==> src/rtl/mc_pkg.sv <==
// mc_pkg: shared definitions for the multicycle MIPS control unit.
//   - ALU operation codes consumed by the 32-bit ALU
//   - opcode / funct field values recognised by the controller
//   - main FSM state encoding (state_o reports these values)
//   - aluop codes passed from the FSM to the ALU decoder
//   - per-state control word and the helper that produces it
// Optional feature macro: MC_BNE_EN (adds the bne instruction, state 12).
package mc_pkg;

  localparam int OP_W = 6;
  localparam int FN_W = 6;

  localparam logic [2:0] ALU_AND = 3'b000;
  localparam logic [2:0] ALU_OR  = 3'b001;
  localparam logic [2:0] ALU_ADD = 3'b010;
  localparam logic [2:0] ALU_SUB = 3'b011;
  localparam logic [2:0] ALU_SLT = 3'b101;

  localparam logic [OP_W-1:0] OP_LW    = 6'b100011;
  localparam logic [OP_W-1:0] OP_SW    = 6'b101011;
  localparam logic [OP_W-1:0] OP_RTYPE = 6'b000000;
  localparam logic [OP_W-1:0] OP_BEQ   = 6'b000100;
  localparam logic [OP_W-1:0] OP_ADDI  = 6'b001000;
  localparam logic [OP_W-1:0] OP_J     = 6'b000010;
`ifdef MC_BNE_EN
  localparam logic [OP_W-1:0] OP_BNE   = 6'b000101;
`endif

  localparam logic [FN_W-1:0] FN_ADD = 6'b100000;
  localparam logic [FN_W-1:0] FN_SUB = 6'b100010;
  localparam logic [FN_W-1:0] FN_AND = 6'b100100;
  localparam logic [FN_W-1:0] FN_OR  = 6'b100101;
  localparam logic [FN_W-1:0] FN_SLT = 6'b101010;

  localparam logic [1:0] ALUOP_ADD   = 2'b00;
  localparam logic [1:0] ALUOP_SUB   = 2'b01;
  localparam logic [1:0] ALUOP_FUNCT = 2'b10;

  typedef enum logic [3:0] {
    S_FETCH   = 4'd0,
    S_DECODE  = 4'd1,
    S_MEMADR  = 4'd2,
    S_MEMRD   = 4'd3,
    S_MEMWB   = 4'd4,
    S_MEMWR   = 4'd5,
    S_RTYPEEX = 4'd6,
    S_ALUWB   = 4'd7,
    S_BEQEX   = 4'd8,
    S_ADDIEX  = 4'd9,
    S_ADDIWB  = 4'd10,
`ifdef MC_BNE_EN
    S_JEX     = 4'd11,
    S_BNEEX   = 4'd12
`else
    S_JEX     = 4'd11
`endif
  } state_t;

  // Moore control word; branch_ne qualifies pcen with ~zero instead of zero.
  typedef struct packed {
    logic       iord;
    logic       memwrite;
    logic       irwrite;
    logic       regdst;
    logic       memtoreg;
    logic       regwrite;
    logic       alusrca;
    logic [1:0] alusrcb;
    logic [1:0] pcsrc;
    logic [1:0] aluop;
    logic       pcwrite;
    logic       branch;
    logic       branch_ne;
  } ctrl_t;

  // Control word asserted while the FSM sits in state s; unlisted bits are 0.
  function automatic ctrl_t ctrl_for(input state_t s);
    ctrl_t c;
    c = {$bits(ctrl_t){1'b0}};
    case (s)
      S_FETCH:   begin c.irwrite = 1'b1; c.alusrcb = 2'b01; c.pcwrite = 1'b1; end
      S_DECODE:  c.alusrcb = 2'b11;
      S_MEMADR:  begin c.alusrca = 1'b1; c.alusrcb = 2'b10; end
      S_MEMRD:   c.iord = 1'b1;
      S_MEMWB:   begin c.memtoreg = 1'b1; c.regwrite = 1'b1; end
      S_MEMWR:   begin c.iord = 1'b1; c.memwrite = 1'b1; end
      S_RTYPEEX: begin c.alusrca = 1'b1; c.aluop = ALUOP_FUNCT; end
      S_ALUWB:   begin c.regdst = 1'b1; c.regwrite = 1'b1; end
      S_BEQEX:   begin c.alusrca = 1'b1; c.aluop = ALUOP_SUB; c.pcsrc = 2'b01; c.branch = 1'b1; end
      S_ADDIEX:  begin c.alusrca = 1'b1; c.alusrcb = 2'b10; end
      S_ADDIWB:  c.regwrite = 1'b1;
      S_JEX:     begin c.pcsrc = 2'b10; c.pcwrite = 1'b1; end
`ifdef MC_BNE_EN
      S_BNEEX:   begin c.alusrca = 1'b1; c.aluop = ALUOP_SUB; c.pcsrc = 2'b01; c.branch_ne = 1'b1; end
`endif
      default:   c = {$bits(ctrl_t){1'b0}};
    endcase
    return c;
  endfunction

endpackage

==> src/rtl/alu_decoder.sv <==
// alu_decoder: combinational translation of aluop/funct into the ALU opcode.
//   aluop         in  2  00=ADD, 01=SUB, 10=use funct, 11=ADD
//   funct         in  6  instr[5:0], only meaningful when aluop=10
//   alucontrol    out 3  ALU opcode
//   illegal_funct out 1  funct not recognised while aluop=10
module alu_decoder
  import mc_pkg::*;
(
  input  logic [1:0]      aluop,
  input  logic [FN_W-1:0] funct,
  output logic [2:0]      alucontrol,
  output logic            illegal_funct
);

  // Decode; an unknown funct still yields ADD so the write-back is harmless.
  always_comb begin
    alucontrol    = ALU_ADD;
    illegal_funct = 1'b0;
    case (aluop)
      ALUOP_ADD: alucontrol = ALU_ADD;
      ALUOP_SUB: alucontrol = ALU_SUB;
      ALUOP_FUNCT: begin
        case (funct)
          FN_ADD:  alucontrol = ALU_ADD;
          FN_SUB:  alucontrol = ALU_SUB;
          FN_AND:  alucontrol = ALU_AND;
          FN_OR:   alucontrol = ALU_OR;
          FN_SLT:  alucontrol = ALU_SLT;
          default: begin alucontrol = ALU_ADD; illegal_funct = 1'b1; end
        endcase
      end
      default: alucontrol = ALU_ADD;
    endcase
  end

endmodule

==> src/rtl/mc_controller.sv <==
// mc_controller: multicycle MIPS control unit (main FSM + ALU decoder).
//   clk, rst_n            clock (rising edge), asynchronous active-low reset
//   op, funct, zero       instruction fields and ALU zero flag
//   iord, memwrite, irwrite, regdst, memtoreg, regwrite,
//   alusrca, alusrcb, pcsrc  datapath selects / write enables
//   pcen                  PC load (pcwrite, or taken branch)
//   alucontrol            3-bit ALU opcode
//   illegal               one-cycle pulse on unknown op (DECODE) or funct (RTYPEEX)
//   state_o               current FSM state
// Optional feature macro: MC_BNE_EN (bne instruction via state BNEEX=12).
module mc_controller
  import mc_pkg::*;
#(
  parameter int OPW = OP_W,
  parameter int FNW = FN_W
) (
  input  logic           clk,
  input  logic           rst_n,
  input  logic [OPW-1:0] op,
  input  logic [FNW-1:0] funct,
  input  logic           zero,
  output logic           iord,
  output logic           memwrite,
  output logic           irwrite,
  output logic           regdst,
  output logic           memtoreg,
  output logic           regwrite,
  output logic           alusrca,
  output logic [1:0]     alusrcb,
  output logic [1:0]     pcsrc,
  output logic           pcen,
  output logic [2:0]     alucontrol,
  output logic           illegal,
  output logic [3:0]     state_o
);

  state_t state;
  state_t nxt;
  ctrl_t  ctrl;
  logic   is_sw;
  logic   illegal_funct;

  function automatic logic op_legal(input logic [OPW-1:0] o);
    logic ok;
    case (o)
      OP_LW, OP_SW, OP_RTYPE, OP_BEQ, OP_ADDI, OP_J: ok = 1'b1;
`ifdef MC_BNE_EN
      OP_BNE: ok = 1'b1;
`endif
      default: ok = 1'b0;
    endcase
    return ok;
  endfunction

  // lw/sw choice comes from the flag latched in DECODE, not the live op.
  function automatic state_t next_state(input state_t s, input logic [OPW-1:0] o,
                                        input logic sw);
    state_t n;
    case (s)
      S_FETCH:  n = S_DECODE;
      S_DECODE: begin
        case (o)
          OP_LW, OP_SW: n = S_MEMADR;
          OP_RTYPE:     n = S_RTYPEEX;
          OP_BEQ:       n = S_BEQEX;
          OP_ADDI:      n = S_ADDIEX;
          OP_J:         n = S_JEX;
`ifdef MC_BNE_EN
          OP_BNE:       n = S_BNEEX;
`endif
          default:      n = S_FETCH;
        endcase
      end
      S_MEMADR:  n = sw ? S_MEMWR : S_MEMRD;
      S_MEMRD:   n = S_MEMWB;
      S_RTYPEEX: n = S_ALUWB;
      S_ADDIEX:  n = S_ADDIWB;
      default:   n = S_FETCH;
    endcase
    return n;
  endfunction

  assign nxt = next_state(state, op, is_sw);

  // Main FSM; the control word is loaded alongside the state it belongs to.
  always_ff @(posedge clk or negedge rst_n) begin
    if (!rst_n) begin
      state <= S_FETCH;
      ctrl  <= ctrl_for(S_FETCH);
      is_sw <= 1'b0;
    end else begin
      state <= nxt;
      ctrl  <= ctrl_for(nxt);
      if (state == S_DECODE) begin
        is_sw <= (op == OP_SW);
      end else begin
        is_sw <= is_sw;
      end
    end
  end

  alu_decoder u_alu_decoder (
    .aluop         (ctrl.aluop),
    .funct         (funct),
    .alucontrol    (alucontrol),
    .illegal_funct (illegal_funct)
  );

  // Write enables and pulses are gated by rst_n so a falling reset cancels
  // them before the next edge even though the registers hold FETCH values.
  assign iord     = ctrl.iord;
  assign regdst   = ctrl.regdst;
  assign memtoreg = ctrl.memtoreg;
  assign alusrca  = ctrl.alusrca;
  assign alusrcb  = ctrl.alusrcb;
  assign pcsrc    = ctrl.pcsrc;
  assign memwrite = rst_n & ctrl.memwrite;
  assign irwrite  = rst_n & ctrl.irwrite;
  assign regwrite = rst_n & ctrl.regwrite;
  assign pcen     = rst_n & (ctrl.pcwrite | (ctrl.branch & zero) | (ctrl.branch_ne & ~zero));
  assign illegal  = rst_n & (((state == S_DECODE) && !op_legal(op)) ||
                             ((state == S_RTYPEEX) && illegal_funct));
  assign state_o  = state;

endmodule
==> config.mk <==
export PLATFORM = sky130hd
export DESIGN_NAME = mc_controller
export DESIGN_NICKNAME = d
export VERILOG_FILES = /design/src/rtl/mc_pkg.sv /design/src/rtl/alu_decoder.sv /design/src/rtl/mc_controller.sv
export SDC_FILE = /design/constraint.sdc
export NUM_CORES = 1
export LEC_CHECK = 0
export CAP_MARGIN = 15
export CORE_UTILIZATION = 40
export DETAILED_ROUTE_END_ITERATION = 7
export GPL_TIMING_DRIVEN = 1
export HOLD_SLACK_MARGIN = 0.02
export PLACE_DENSITY = 0.72
export SLEW_MARGIN = 20
export SYNTH_ARGS = -nofsm -noshare
export SYNTH_HDL_FRONTEND = slang
export SYNTH_SLANG_ARGS = --single-unit
==> constraint.sdc <==
create_clock -name clk -period 2.4 [get_ports clk]
set_input_delay 0.48 -clock clk [delete_from_list [all_inputs] [get_ports clk]]
set_output_delay 0.48 -clock clk [all_outputs]
set_load 0.005 [all_outputs]
# == Word-level counts from Yosys, hierarchy flattened ==
# Index checks and enable logic that the tools add are counted.
# totals
regBits,20
inputBits,15
output_inout_bits,20
word_cells,84
# classes
n_eq_ne,28
n_mux,20
n_bitwise,7
n_reduce_logical,15
# op_table
op,n
"== test 6 bit, second input constant",7
case mux 4 bit (6 select lines),1
"== test 4 x 3 -> 1 bit, second input constant",5
"== test 4 bit, second input constant",5
case mux 4 bit (5 select lines),1
"== test 4 x 2 -> 1 bit, second input constant",4
2-to-1 mux 1 bit,12
case mux 3 bit (4 select lines),1
"== test 4 x 1 -> 1 bit, second input constant",2
logical NOT 4 bit,2
case mux 2 bit (2 select lines),2
OR reduction 2 bit,4
AND 1 bit,6
"== test 6 x 2 -> 1 bit, second input constant",1
"== test 6 x 3 -> 1 bit, second input constant",1
"== test 6 x 4 -> 1 bit, second input constant",1
logical NOT 6 bit,1
case mux 2 bit (3 select lines),1
case mux 3 bit (2 select lines),1
OR reduction 6 bit,1
OR reduction 5 bit,1
OR reduction 4 bit,1
2-to-1 mux 3 bit,1
OR reduction 3 bit,1
other kinds (6),7

# == Longest topological paths before layout ==
# logic_depth
ltp_word,7
mapped_depth,7
depth_no_buf,6

# == Hierarchy ==
# From an unflattened synthesis, not the netlist that was laid out.
# unflattened
hier_cells,107
hier_area_um2,1027.2
# modules_own_cells
mod,instances,cells_per_inst,area_each_um2
mc_controller,1,88,890.9
alu_decoder,1,19,136.4

# == Worst setup path after synthesis ==
# OpenSTA, ideal clock, no wires.
# synth_timing
kind,input to output
start,input op[0]
end,output illegal
t_arrival_ps,1563
required_ps,1920
slack_ps,357
path_stages,5
cell_sequence,or4_4 > or3_4 > nand2_1 > or3_1 > a21boi_0
# synth_between
elab_chain_len,7
# synth_rtl
item,line_no,text
from (decl),mc_controller.sv:19,"input logic [OPW-1:0] op,"
"== test 6 bit, or another cell as far along",mc_controller.sv:45,case (o)
OR reduction 6 bit (*),mc_controller.sv:45,
2-to-1 mux 1 bit (*),mc_controller.sv:45,
logical NOT 1 bit (*),mc_controller.sv:121,assign illegal = rst_n & (((state == S_DECODE) && !op_legal(op)) ||
logical AND 1 bit (*),mc_controller.sv:121,
logical OR 1 bit (*),mc_controller.sv:121,
AND 1 bit (*),mc_controller.sv:121,
to (decl),mc_controller.sv:33,"output logic illegal,"
# Every way passes the cells marked *; elsewhere a longest branch is shown, timed or not.

# == Final worst setup path ==
# layout_timing
start,input funct[4]
end,output alucontrol[1]
# layout_between
elab_chain_len,3
# layout_rtl
item,line_no,text
from (decl),mc_controller.sv:20,"input logic [FNW-1:0] funct,"
== test 6 bit,alu_decoder.sv:23,case (funct)
case mux 3 bit (4 select lines) (*),alu_decoder.sv:23,
case mux 3 bit (2 select lines) (*),alu_decoder.sv:19,case (aluop)
to (decl),mc_controller.sv:32,"output logic [2:0] alucontrol,"
# Marks and branches as above.

==> reports/results.ini <==
[synthesis]
synth_fp_nets=125
synth_area_per_cell_um2=9.47
post_synth_num_cell_types=44
syn_area_um2=1020
synthesis.yosys.warnings=0
netlist_instances=108
synth-seq-cells=18
seq_area_frac_synth_pct=44.4

[placed_design]
dp_worst_setup_slack_ns=-0.580
place.port_buffers=34
dp_cell_count=182
placement.cell_area_um2=1490
dp_hpwl_mm=1.98
place.gp.congestion=0.842

[sta]
finalSetupViolCount=0
tightestPinTransition_ns=0.490
slack_of_the_critical_path_ns=0.0132
min_period_over_period_pct=99.4
finalClockSkew_ns=0.00584
max-slew-margin-rel_pct=66.5
post-route-min-period_ns=2.39
finalMaxSlewViolations=0
fin_tns_setup_ns=0
fmax_ghz=0.419
hold_viol=0

[route]
total_drc_errors_in_the_routed_layout=0
drtAntennaViolNets=0
iteration_0_drc_markers=21
vias_per_cell=5.28
drt_wl_total_mm=2.57
post_drt_wl_per_cell_um=13.6
first_pass_iters=4
dr_total_vias=997

[run]
max-cap-violations=0

[cells_and_area]
most_common_library_cell_in_the_layout_ignoring_fill_and_taps=buf_4
number_of_inserted_diodes=0
mostFrequentLayoutCells=23 x buf_4, 20 x clkdlybuf4s50_1, 15 x dfrtp_1
post_route_non_filler_standard_cell_count=189
design_area_um2=1560
area_growth_pct=52.5
share_of_final_layout_standard_cells_stronger_than_drive_strength_1_pct=28.0
postLayoutCoreUtil_pct=67.2
final_nets=179

[clocking]
clock_sink_count=18
cts-buffers-inserted=3
clk_pin_slew_worst_paths_ns=0.09
cts_max_level=1
cts.path.max_buffers=2
clkLatencyLatePin_ns=0.29
root_buffer=clkbuf_4
tritoncts=yes

[critical_path]
timing.reg2reg.worst_path_depth=5
critical_path_data_required_time_ns=1.92
setup.worst_path.end_class=output port
critical_path_class=in2out
cp_max_fo=3
cp_data_arrival_time_ns=1.91
timing.critical_path.from_type=primary input

[global_route]
grt.met2_usage_pct=36.3
grt_use_met1_pct=22.4
grt_pass1_vias=884
grt_util_all_layers_pct=20.0
pin_count_of_the_biggest_net_entering_global_routing=12
use_met3_pct=3.77
grt.overflow.total=0
global_route.peak_usage_layer=met2
global_route_wire_length_before_repair_mm=3.90
antenna_found_initial=0

[floorplanning]
placeableCoreArea_um2=2320
top_level_ports=35
placement_rows=17
fp.dieArea_um2=2760
dieWidth_um=52.6
start_util_pct=44.1
die_h_um=52.6

[run_status]
run_status=finished, final reports clean

[power]
power_per_cell_area_nw_per_um2=778
worst_ir_drop_vdd_uv=696
power_leakage_nw=0.803

[min_path]
min_path_type=in2async

==> registers in the layout (all words and copies together) (netlist names) <==
signal and cells:
regdst 1, pcsrc 1, iord 1, state_o 4, is_sw 1, alusrca 1, memtoreg 1, ctrl 6
alusrcb 2
==> layout make-up <==
type / count / area (um^2)
Sequential cell: 18 / 454
Clock buffer: 4 / 36.3
Multi-Input combinational cell: 73 / 494
Tap cell: 28 / 35.0
Inverter: 9 / 35.0
Timing Repair Buffer: 57 / 504
Fill cell: 195 / 759
==> per-stage QoR <==
step / hold slack [ns] / power (mW)
floorplan: 0.184 / 0.742
finish: 0.437 / 1.21
global placement: 0.521 / 1.02
global route: 0.418 / 1.30
CTS: 0.433 / 1.22
detailed placement: 0.522 / 1.05
==> metal layers <==
layer	routed length, um	part of all wire [%]
met5	0	0
met4	31	1.2
met3	119	4.6
met2	1380	53
met1	1050	41
==> synth_stat cells <==
master / count / area (um^2)
a2111oi_0: 1 / 8.76
a211o_1: 1 / 8.76
a21boi_0: 1 / 7.51
a21o_1: 1 / 7.51
a21oi_1: 3 / 15.0
a221o_2: 1 / 11.3
a22o_1: 1 / 8.76
a31o_2: 1 / 8.76
a41oi_1: 1 / 8.76
and2_1: 5 / 31.3
and3_1: 4 / 25.0
buf_4: 6 / 45.0
buf_6: 1 / 11.3
clkbuf_1: 1 / 3.75
clkinv_2: 1 / 5.00
dfrtp_1: 15 / 375
dfstp_2: 3 / 78.8
ha_1: 2 / 25.0
inv_1: 8 / 30.0
nand2_1: 7 / 26.3
nand2b_1: 4 / 25.0
nand3_1: 2 / 10.0
nand3b_1: 1 / 7.51
nand4_1: 1 / 6.26
nor2_1: 8 / 30.0
nor2b_1: 1 / 6.26
nor3_1: 4 / 20.0
nor3b_1: 1 / 7.51
nor4_2: 1 / 12.5
o211a_1: 1 / 10.0
o21a_1: 1 / 7.51
o21ai_0: 4 / 20.0
o21ai_1: 1 / 5.00
o221ai_1: 1 / 8.76
o311ai_0: 1 / 8.76
o31ai_1: 1 / 7.51
or2_1: 1 / 6.26
or2_2: 2 / 12.5
or2b_1: 1 / 7.51
or3_1: 2 / 12.5
or3_4: 1 / 11.3
or4_4: 1 / 11.3
xnor2_1: 1 / 8.76
xor2_1: 2 / 17.5
==> path summary, 6_finish.rpt <==
path	start	to	slack, ns
min in group clk	is_sw	is_sw	0.55
max reg2reg	state_o[1]	ctrl[2]	0.60
min reg2reg	is_sw	is_sw	0.55
max	funct[4]	alucontrol[1]	0.01
min	rst_n	regdst	0.44
max in group asynchronous	rst_n	alusrcb[0]	1.44
==> critical path, stage by stage <==
cell and delay (ns):
clkdlybuf4s50_1 0.46, inv_1 0.07, and3_1 0.20, and3_1 0.21, o21ai_0 0.22, dlygate4sd2_1 0.27
==> power by group <==
part / internal [mW] / switching (mW) / total (mW)
logic: 0.329 / 0.275 / 0.604
registers: 0.397 / 0.0337 / 0.430
clock network: 0.0924 / 0.0856 / 0.178
==> repair_timing <==
item / 4_1_cts / 5_1_grt
pin swaps: 3 / 5
gates resized for setup: 12 / 16
setup endpoints to repair: 4 / 3
setup buffers: 3 / 0
hold buffers: 0 / 0
==> logic make-up after synthesis <==
| kind of cell | share of synthesized area, % |
|---|---|
| simple gates | 26.3 |
| flops | 44.4 |
| xor+xnor | 2.57 |
| fa+ha+maj | 2.45 |
| compound gates | 14.9 |
| buf+inv | 9.30 |
Power figures use the tool's default switching activity.
